--- config.mk ---
export PLATFORM = sky130hd
export DESIGN_NAME = tx_burst_shaper
export DESIGN_NICKNAME = d
export VERILOG_FILES = /design/src/rtl/tx_burst_shaper.sv
export SDC_FILE = /design/constraint.sdc
export NUM_CORES = 1
export LEC_CHECK = 0
export ABC_AREA = 1
export BUFFER_PORTS_ARGS = -buffer_cell sky130_fd_sc_hd__buf_2
export CORE_ASPECT_RATIO = 1.25
export CORE_MARGIN = 1
export CORE_UTILIZATION = 60
export DETAILED_ROUTE_END_ITERATION = 10
export HOLD_SLACK_MARGIN = 0.1
export PLACE_DENSITY = 0.87
export REMOVE_ABC_BUFFERS = 1
export SYNTH_ARGS = -nofsm -noshare
export SYNTH_HDL_FRONTEND = slang
export SYNTH_SLANG_ARGS = --single-unit
--- constraint.sdc ---
create_clock -name clk -period 8.42 [get_ports clk]
set_clock_uncertainty 0.15 [all_clocks]
set_input_delay 1.263 -clock clk [delete_from_list [all_inputs] [get_ports clk]]
set_output_delay 1.263 -clock clk [all_outputs]
set_load 0.05 [all_outputs]
--- src/rtl/tx_burst_shaper.sv ---
// tx_burst_shaper: gates I/Q into ramp-up / full-scale / ramp-down bursts plus a zero guard.
// Define TX_BURST_SHAPER_ROUND_EN to round ramp products half up instead of truncating.
module tx_burst_shaper #(
    parameter int WIDTH            = 16,
    parameter int RAMP_LOG2        = 4,
    parameter int MAX_WINDOW_WIDTH = 8
) (
    input  logic                        clk,
    input  logic                        rst,
    input  logic                        clk_enable,
    input  logic [MAX_WINDOW_WIDTH-1:0] TX_GUARD_LEN,
    input  logic                        start,
    input  logic                        stop,
    input  logic signed [WIDTH-1:0]     I_tdata,
    input  logic                        I_tvalid,
    input  logic signed [WIDTH-1:0]     Q_tdata,
    input  logic                        Q_tvalid,
    output logic signed [WIDTH-1:0]     I_out_tdata,
    output logic signed [WIDTH-1:0]     Q_out_tdata,
    output logic                        out_tvalid,
    output logic                        tx_busy
);

    typedef enum logic [2:0] {
        IDLE,
        RAMP_UP,
        HOLD,
        RAMP_DOWN,
        GUARD
    } state_t;

    localparam int PW = WIDTH + RAMP_LOG2 + 1;
    localparam logic [RAMP_LOG2-1:0]        K_MAX = '1;
    localparam logic [RAMP_LOG2-1:0]        K_ONE = RAMP_LOG2'(1);
    localparam logic [MAX_WINDOW_WIDTH-1:0] G_ONE = MAX_WINDOW_WIDTH'(1);
`ifdef TX_BURST_SHAPER_ROUND_EN
    localparam logic signed [PW-1:0] BIAS = PW'(1) << (RAMP_LOG2 - 1);
`else
    localparam logic signed [PW-1:0] BIAS = '0;
`endif

    state_t                      state, state_nx;
    logic [RAMP_LOG2-1:0]        k, k_nx;
    logic [MAX_WINDOW_WIDTH-1:0] gcnt, gcnt_nx;
    logic [MAX_WINDOW_WIDTH-1:0] glen, glen_nx;
    logic                        accept;
    logic                        guard_go;
    logic signed [RAMP_LOG2:0]   gain;
    logic signed [PW-1:0]        prod_i, prod_q;
    logic signed [WIDTH-1:0]     ramp_i, ramp_q;
    logic signed [WIDTH-1:0]     shaped_i, shaped_q;

    assign accept  = clk_enable & I_tvalid & Q_tvalid;
    assign tx_busy = (state != IDLE);

    // Gain is 0..2^RAMP_LOG2-1, so the shifted product always fits WIDTH.
    assign gain   = {1'b0, k};
    assign prod_i = PW'(I_tdata) * PW'(gain) + BIAS;
    assign prod_q = PW'(Q_tdata) * PW'(gain) + BIAS;
    assign ramp_i = WIDTH'(prod_i >>> RAMP_LOG2);
    assign ramp_q = WIDTH'(prod_q >>> RAMP_LOG2);

    always_comb begin
        shaped_i = '0;
        shaped_q = '0;
        unique case (state)
            RAMP_UP, RAMP_DOWN: begin
                shaped_i = ramp_i;
                shaped_q = ramp_q;
            end
            HOLD: begin
                shaped_i = I_tdata;
                shaped_q = Q_tdata;
            end
            default: ;
        endcase
    end

    always_comb begin
        state_nx = state;
        k_nx     = k;
        gcnt_nx  = gcnt;
        glen_nx  = glen;
        guard_go = 1'b0;
        unique case (state)
            IDLE: begin
                if (start) begin
                    state_nx = RAMP_UP;
                    k_nx     = '0;
                end
            end
            RAMP_UP: begin
                // A stop repeats the last gain actually emitted.
                if (stop) begin
                    if (accept) begin
                        state_nx = RAMP_DOWN;
                    end else if (k != '0) begin
                        state_nx = RAMP_DOWN;
                        k_nx     = k - K_ONE;
                    end else begin
                        guard_go = 1'b1;
                    end
                end else if (accept) begin
                    if (k == K_MAX) state_nx = HOLD;
                    else            k_nx     = k + K_ONE;
                end
            end
            HOLD: begin
                if (stop) begin
                    state_nx = RAMP_DOWN;
                    k_nx     = K_MAX;
                end
            end
            RAMP_DOWN: begin
                if (accept) begin
                    if (k == '0) guard_go = 1'b1;
                    else         k_nx     = k - K_ONE;
                end
            end
            GUARD: begin
                if (accept) begin
                    if (gcnt + G_ONE == glen) state_nx = IDLE;
                    else                      gcnt_nx  = gcnt + G_ONE;
                end
            end
            default: state_nx = IDLE;
        endcase
        if (guard_go) begin
            k_nx = '0;
            if (TX_GUARD_LEN == '0) begin
                state_nx = IDLE;
            end else begin
                state_nx = GUARD;
                gcnt_nx  = '0;
                glen_nx  = TX_GUARD_LEN;
            end
        end
    end

    always_ff @(posedge clk) begin
        if (rst) begin
            state       <= IDLE;
            k           <= '0;
            gcnt        <= '0;
            glen        <= '0;
            out_tvalid  <= 1'b0;
            I_out_tdata <= '0;
            Q_out_tdata <= '0;
        end else if (clk_enable) begin
            state      <= state_nx;
            k          <= k_nx;
            gcnt       <= gcnt_nx;
            glen       <= glen_nx;
            out_tvalid <= accept;
            if (accept) begin
                I_out_tdata <= shaped_i;
                Q_out_tdata <= shaped_q;
            end
        end
    end

endmodule

Word level (Yosys, flattened, before mapping). Cells that the tools add are included.

Flip-flop bits (word level): 56. Output and inout port bits: 34.

$add $sub $neg: 3. Multipliers: 2. Equality and inequality tests: 18. Multiplexer cells: 36. Bitwise operators: 3. Reduce and logical (&&, ||, !) cells: 11.

Operators by type and width (number): $pmux W16 S2 (2); $mul A16 B5 Y20 (2); $mux W4 (10); $mux W8 (5); $mux W3 (11); $ne A4 B4 Y1 const B (5); $ne A3 B3 Y1 const B (6); $pmux W4 S4 (1); $pmux W3 S5 (1); $reduce_and A10 Y1 (1); $reduce_and A9 Y1 (1); $add A8 B1 Y8 const B (1); $eq A8 B8 Y1 (1); $logic_not A8 Y1 (1); $eq A3 B2 Y1 const B (2); $mux W1 (5); $reduce_bool A5 Y1 (1); $add A4 B1 Y4 const B (1); $eq A4 B4 Y1 const B (1); $logic_not A4 Y1 (1); $reduce_bool A4 Y1 (1); $sub A4 B1 Y4 const B (1); $eq A3 B1 Y1 const B (1); $eq A3 B3 Y1 const B (1); 9 further kinds (10).

Longest topological paths before layout. Gate-level depths: netlist (run 1).

Word-level depth: 7. Gate-level depth with buffers: 23. Gate-level depth less buffers: 21.

Least setup slack after synthesis (run 1). OpenSTA, ideal clock, no wires.

Path type: input port to flip-flop. From: in Q_tdata[8]. To: reg Q_out_tdata[15]. Arrival: 4061 ps. Data required time: 8200 ps. Slack: 4139 ps. Stages on the path: 16. Cell sequence: nand2_1 inv_1 ha_1 fa_1 inv_1 fa_1 inv_1 ha_1 nand2_1 nor2_1 nand4_1 o211ai_1 nand3b_1 nand3b_1 nand3_1 a21oi_1.

Word-level cells in the longest chain between the ends: 2.

RTL lines: from (decl) (RTL line 16) `input logic signed [WIDTH-1:0] Q_tdata,`; $mul A16 B5 Y20 (RTL line 59) `assign prod_q = PW'(Q_tdata) * PW'(gain) + BIAS;`; $pmux W16 S2 (RTL line 66) `unique case (state)`; to (signal assigned) (RTL line 157) `Q_out_tdata <= shaped_q;`; to (decl) (RTL line 19) `output logic signed [WIDTH-1:0] Q_out_tdata,`.

Every way passes these cells. A chain may end at the register's enable or synchronous reset.

Final worst setup path (run 1).
From: reg k[2]. To: reg Q_out_tdata[15].

Word-level cells in the longest chain between the ends: 2.

RTL lines: from (decl) (RTL line 43) `logic [RAMP_LOG2-1:0] k, k_nx;`; from (signal assigned) (RTL line 151) `k <= k_nx;`; $mul A16 B5 Y20 (RTL line 59); $pmux W16 S2 (RTL line 66).

Every way passes these cells.

==> results of run 1 <==
## power by group through the flow
stage                     Clock [mW]  Sequential [mW]  Combinational [mW]
after detailed placement           0            0.293               0.204
after global placement             0            0.293               0.200
after CTS                      0.248            0.287               0.205
final                          0.247            0.288               0.207
after global routing           0.260            0.289               0.229
after floorplan                    0            0.319               0.111
## worst paths after layout
path / startpoint / endpoint / slack, ns / cells past startpoint
hold reg to reg: out_tvalid / out_tvalid / 0.33 / 2
hold / removal: out_tvalid / out_tvalid / 0.33 / 2
setup reg to reg: k[2] / Q_out_tdata[15] / 3.89 / 17
setup / recovery: k[2] / Q_out_tdata[15] / 3.89 / 17
## placed cells by master (no fill, tap or decap), drive strengths merged, types with 56 or more instances in the layout
cell	instances
o21ai	70
inv	297
buf	86
nand3	71
ha	74
nor2	63
nand2	299
a21oi	116
dfxtp	56
fa	62
## per-stage QoR
stage,power (mW),cells
3_3_place_gp,0.493,1446
2_1_floorplan,0.430,1192
5_1_grt,0.779,1454
3_5_place_dp,0.498,1446
6_report,0.742,1455
4_1_cts,0.741,1454
## flip-flops by register name (all words and copies together), names as in the netlist
name / count
out_tvalid: 1
I_out_tdata: 16
glen: 8
state: 3
Q_out_tdata: 16
gcnt: 8
k: 4
## logic make-up (layout without fill, tap and decap cells)
kind of cell	after synthesis	count (layout)	share of synthesized area, %
AO/OA/AOI/OAI	213	213	14.5
adder cells (fa/ha/maj)	136	136	27.7
XOR/XNOR	11	11	1.23
flip-flops	56	56	14.3
other	0	1	0
buffers and inverters	335	393	16.2
AND/OR/NAND/NOR	477	477	26.1
## per-layer routing
metal / vias up / track usage [%] / routed length (um)
met3: 37 / 3.67 / 1090
met4: 0 / 10.0 / 449
met5: - / 0 / 0
met1: 3582 / 37.4 / 8380
li1: 3920 / - / -
met2: 267 / 52.6 / 9350
## worst max-delay path, cell delays in order (launching register included)
cell and delay, ns:
dfxtp_1 0.72, buf_4 0.42, nand2_1 0.09, inv_1 0.07, ha_1 0.24, fa_1 0.54, inv_1 0.06, fa_1 0.52
inv_1 0.04, ha_1 0.38, nand2_1 0.13, nor2_1 0.14, nand4_1 0.11, o211ai_1 0.34, nand3b_1 0.16, nand3b_1 0.12
nand3_1 0.07, a21oi_1 0.14
## area by class of cell
type / count / share of cell area, %
Clock buffer: 6 / 1.52
Clock inverter: 2 / 0.412
Antenna cell: 1 / 0.0294
Timing Repair Buffer: 86 / 5.24
Inverter: 299 / 13.2
Multi-Input combinational cell: 837 / 63.9
Sequential cell: 56 / 13.2
Tap cell: 168 / 2.47
==> flow_metrics.py, run 1 <==
metrics = {
    "logic_synthesis": {
        "yosysMostFrequentCell": "nand2_1",
        "yosysTopAreaCellShare_pct": 15.9,
        "yosysSeqAreaShare_pct": 14.3,
        "synthCells": 1228,
        "avgSynthCellArea_um2": 6.37,
        "synth_seq_cells": 56,
        "synth_ff_type": "dfxtp_1",
        "synth_top_area_cell": "fa_1",
        "synthTopCellsByArea": "fa_1, dfxtp_1, nand2_1, inv_1, ha_1",
        "ys_types": 37,
        "synth_edf_count": 0,
        "yosys-top-cells-count": "nand2_1, inv_1, a21oi_1",
        "async_flop_share_pct": 0,
        "synth_area_mm2": 0.00782,
        "yosysWarnings": 0,
    },
    "placed_design": {
        "pre_cts_ws_ns": 3.69,
        "hpwl_mm": 14.8,
        "port_buffers": 80,
        "place_area_mm2": 0.00834,
        "gp_congestion": 0.951,
    },
    "sta": {
        "finalWorstSetupSlack_ns": 3.89,
        "slew_viol_final": 0,
        "rsz0062_at_grt": "no",
        "setup-tns-final_ns": 0,
        "setup_viol": 0,
        "holdWs_ns": 0.328,
        "post-route-min-period_ns": 4.53,
        "hold_violations": 0,
        "post-route-period-util_pct": 53.8,
        "fmax_mhz": 221,
        "worst_pin_slew_ns": 0.955,
        "slew_headroom_pct": 36.2,
    },
    "final_layout": {
        "fill_cells": 1133,
        "seqCellArea_mm2": 0.00112,
        "multi_input_area_mm2": 0.00544,
        "stdcell_area_mm2": 0.00850,
        "area_growth_pct": 8.68,
        "nets": 1468,
        "drive_above_1_share_pct": 9.02,
        "fin_util_pct": 66.9,
    },
    "power_and_ir_drop": {
        "p_leak_nw": 5.14,
        "switching_power_uw": 266,
        "combPwrFrac_pct": 27.9,
        "p_int_uw": 477,
        "vdd_ir_drop_max_v": 0.0000943,
        "p_sw_share_pct": 35.8,
        "clockPowerShare_pct": 33.3,
        "power.density_mw_per_mm2": 87.3,
        "seq_power_share_pct": 38.8,
    },
    "drt": {
        "routed-via-count": 7806,
        "finalWirelength_mm": 19.3,
        "final_antenna_net_count": 0,
        "drtIter0Drc": 568,
        "firstDrtPassIters": 6,
        "wl_per_cell_um": 13.2,
        "via_per_inst": 5.36,
        "drc": 0,
    },
    "clock_network": {
        "clkTransAtPathRegs_ns": 0.08,
        "tritoncts": "yes",
        "cts_made_buffers": 5,
        "cts-resized-gates": 0,
        "insertion_delay_ns": 0.30,
        "ctsRootBufferMaster": "clkbuf_16",
        "cts_num_sinks": 56,
        "cts_hold_buf": 0,
        "cts_buffer_depth": 2,
        "cts_max_level": 2,
        "post-cts-setup-buffers": 0,
    },
    "job": {
        "cap_violations": 0,
    },
    "die": {
        "io_pins": 81,
        "start_util_pct": 61.5,
        "dieArea_mm2": 0.0135,
        "num_rows": 46,
        "die_height_um": 130,
        "dieWidth_um": 104,
        "core_mm2": 0.0127,
    },
    "critical_path": {
        "critical_path_class": "reg -> reg",
        "worstPathRequired_ns": 8.51,
        "arrival_ns": 4.62,
        "crit_path_start_kind": "register",
        "crit_path_end_kind": "register",
        "cp_max_fo": 24,
    },
    "global_route": {
        "grt_pass1_vias": 7326,
        "grtUsageTotal_pct": 29.6,
        "antenna_found_initial": 0,
        "grt-ovfl-total": 0,
        "grt_start_max_net_pins": 38,
        "grt_pass1_wl_mm": 32.9,
    },
    "run_status": {
        "outcome": "finished clean",
    },
    "worst_hold_path": {
        "hold_class": "reg -> reg",
    },
}
No activity file was read; power rests on OpenSTA's default activity.
==> run 2: changes to the inputs <==
- CORE_UTILIZATION: 60 -> 56
- PLACE_DENSITY: 0.87 -> 0.85
- clock period: 8.42 -> 3.8 ns (I/O delays scaled with it)
==> run 2 against run 1 <==
Against the previous run:
- sequential share of layout area shrank 1.0 points
- critical path depth did not move
- final area up 9.3%
- first-iteration DRC count grew 7.6%
- highest routed layer unchanged
- largest power group unchanged
- critical path type unchanged
==> flow_metrics.py, run 2 (synthesis results as in run 1) <==
metrics = {
    "run_status": {
        "outcome": "finished clean",
    },
    "placed_design": {
        "hpwl_mm": 15.4,
        "place_inst": 1517,
        "gp_congestion": 0.931,
        "port_buffers": 80,
    },
    "drt": {
        "wl_per_cell_um": 13.5,
        "via_per_inst": 5.42,
        "firstDrtPassIters": 5,
        "final_antenna_net_count": 0,
        "drtIter0Drc": 611,
        "finalWirelength_mm": 20.7,
        "routed-via-count": 8280,
        "drc": 0,
    },
    "global_route": {
        "grt_busiest_layer": "met2",
        "grtUsageTotal_pct": 28.6,
        "grt_pass1_vias": 7684,
        "met1_usage_pct": 35.8,
        "grt-ovfl-total": 0,
        "antenna_found_initial": 0,
        "grt_start_max_net_pins": 36,
        "grt_pass1_wl_mm": 33.6,
        "use_met2_pct": 51.0,
        "grtUsageMet3_pct": 3.40,
    },
    "clock_network": {
        "ctsRootBufferMaster": "clkbuf_16",
        "insertion_delay_ns": 0.32,
        "cts_num_sinks": 56,
        "cts_max_level": 2,
        "cts_made_buffers": 5,
        "cts_hold_buf": 0,
        "clkTransAtPathRegs_ns": 0.08,
        "cts_buffer_depth": 2,
        "tritoncts": "yes",
    },
    "sta": {
        "setup_viol": 0,
        "fmax_mhz": 270,
        "slew_viol_final": 0,
        "post-route-period-util_pct": 97.6,
        "post-route-min-period_ns": 3.71,
        "slew_headroom_pct": 49.8,
        "hold_violations": 0,
        "worst_pin_slew_ns": 0.752,
    },
    "critical_path": {
        "rr_worst_depth": 17,
        "critical_path_class": "reg -> reg",
        "worstPathRequired_ns": 3.90,
        "arrival_ns": 3.81,
        "crit_path_start_kind": "register",
        "reg2reg_to": "Q_out_tdata[12]",
        "crit_path_end_kind": "register",
        "rr_startpoint": "k[2]",
        "reg2reg_slack_ns": 0.09,
        "cp_max_fo": 11,
    },
    "final_layout": {
        "fin_cells": 1529,
        "final_cell_mix": "inv_1, nand2_1, a21oi_1",
        "drive_above_1_share_pct": 16.9,
        "final_common_cell": "inv_1",
        "nets": 1540,
        "reg_top3": "I_out_tdata x16, Q_out_tdata x16",
        "num_antenna_cells": 0,
        "area_growth_pct": 18.8,
    },
    "die": {
        "die_height_um": 134,
        "core_mm2": 0.0135,
        "dieWidth_um": 108,
        "io_pins": 81,
        "start_util_pct": 58.1,
        "num_rows": 47,
        "dieArea_mm2": 0.0145,
    },
    "power_and_ir_drop": {
        "power.density_mw_per_mm2": 179,
        "vdd_ir_drop_max_v": 0.000269,
        "total_power_mw": 1.66,
        "p_leak_nw": 5.50,
    },
    "worst_hold_path": {
        "hold_class": "reg -> reg",
        "min_delay_path_depth": 2,
        "holdPathEnd": "out_tvalid",
        "hp-start": "out_tvalid",
    },
    "job": {
        "cap_violations": 0,
    },
}
-- run 2: changes by cell type in the layout (fill, tap and decap cells not counted), sizes merged --
cell,previous run,this run
inv,297,298
diode,1,0
buf,86,157
bufinv,1,0
clkinv,3,4
-- run 2: critical path: stages (launching register included) --
cell and delay, ns:
dfxtp_4 0.36, buf_8 0.15, nand2_1 0.07, inv_1 0.05, ha_1 0.30, fa_1 0.54, inv_1 0.06, fa_1 0.54
inv_1 0.06, ha_4 0.29, inv_1 0.05, o21ai_0 0.29, a31oi_1 0.18, nor2_1 0.14, nor3_2 0.05, nand3_1 0.08
nand3_1 0.11, a21oi_1 0.15
-- run 2: repair_timing --
action / 4_1_cts / 5_1_grt
cloned: 0 / 1
pin swaps: 1 / 7
buffers inserted: 1 / 2
setup endpoints to repair: 3 / 23
gates resized for setup: 1 / 52
-- run 2: power breakdown --
group          internal [mW]  leakage [nW]  switching [mW]
clock network          0.248        0.0742           0.258
registers              0.612         0.457          0.0202
logic                  0.172          4.97           0.350
-- run 2: layout make-up --
class	instances	area, um2
Multi-Input combinational cell	837	5640
Fill cell	1114	4180
Sequential cell	56	1130
Inverter	299	1120
Timing Repair Buffer	158	1040
Tap cell	171	214
Clock buffer	5	125
Clock inverter	3	22.5
-- run 2: how the worst max path moves through the flow --
stage | cells after the start | startpoint | slack (ns) | endpoint
final | 17 | k[2] | 0.09 | Q_out_tdata[12]
after global routing | 18 | k[3] | -0.08 | I_out_tdata[13]
after CTS | 19 | k[2] | 0.03 | Q_out_tdata[11]
after detailed placement | 17 | Q_tdata[7] | -0.16 | Q_out_tdata[15]
after global placement | 17 | Q_tdata[5] | -0.06 | Q_out_tdata[15]
after floorplan | 16 | k[3] | -0.12 | Q_out_tdata[15]
-- run 2: per-stage QoR --
| stage | setup slack, ns | utilization, % | hold slack [ns] | instance area, um2 | setup TNS [ns] |
|---|---|---|---|---|---|
| 2_1_floorplan | -0.116 | - | 0.296 | 7680 | -0.425 |
| 3_3_place_gp | -0.0612 | 65.9 | 0.304 | 8880 | -0.107 |
| 3_5_place_dp | -0.160 | 65.9 | 0.318 | 8880 | -0.599 |
| 4_1_cts | 0.0342 | 67.1 | 0.331 | 9030 | 0 |
| 5_1_grt | -0.0830 | 69.0 | 0.355 | 9290 | -0.284 |
| 6_report | 0.0926 | 69.0 | 0.334 | 9290 | 0 |
-- run 2: layer usage --
layer | share of wire (%) | vias to the layer above | wire [um]
met5 | 0 | - | 0
met4 | 2.6 | 0 | 535
met3 | 6.6 | 58 | 1360
met2 | 49 | 312 | 10200
met1 | 41 | 3843 | 8570
li1 | - | 4067 | -
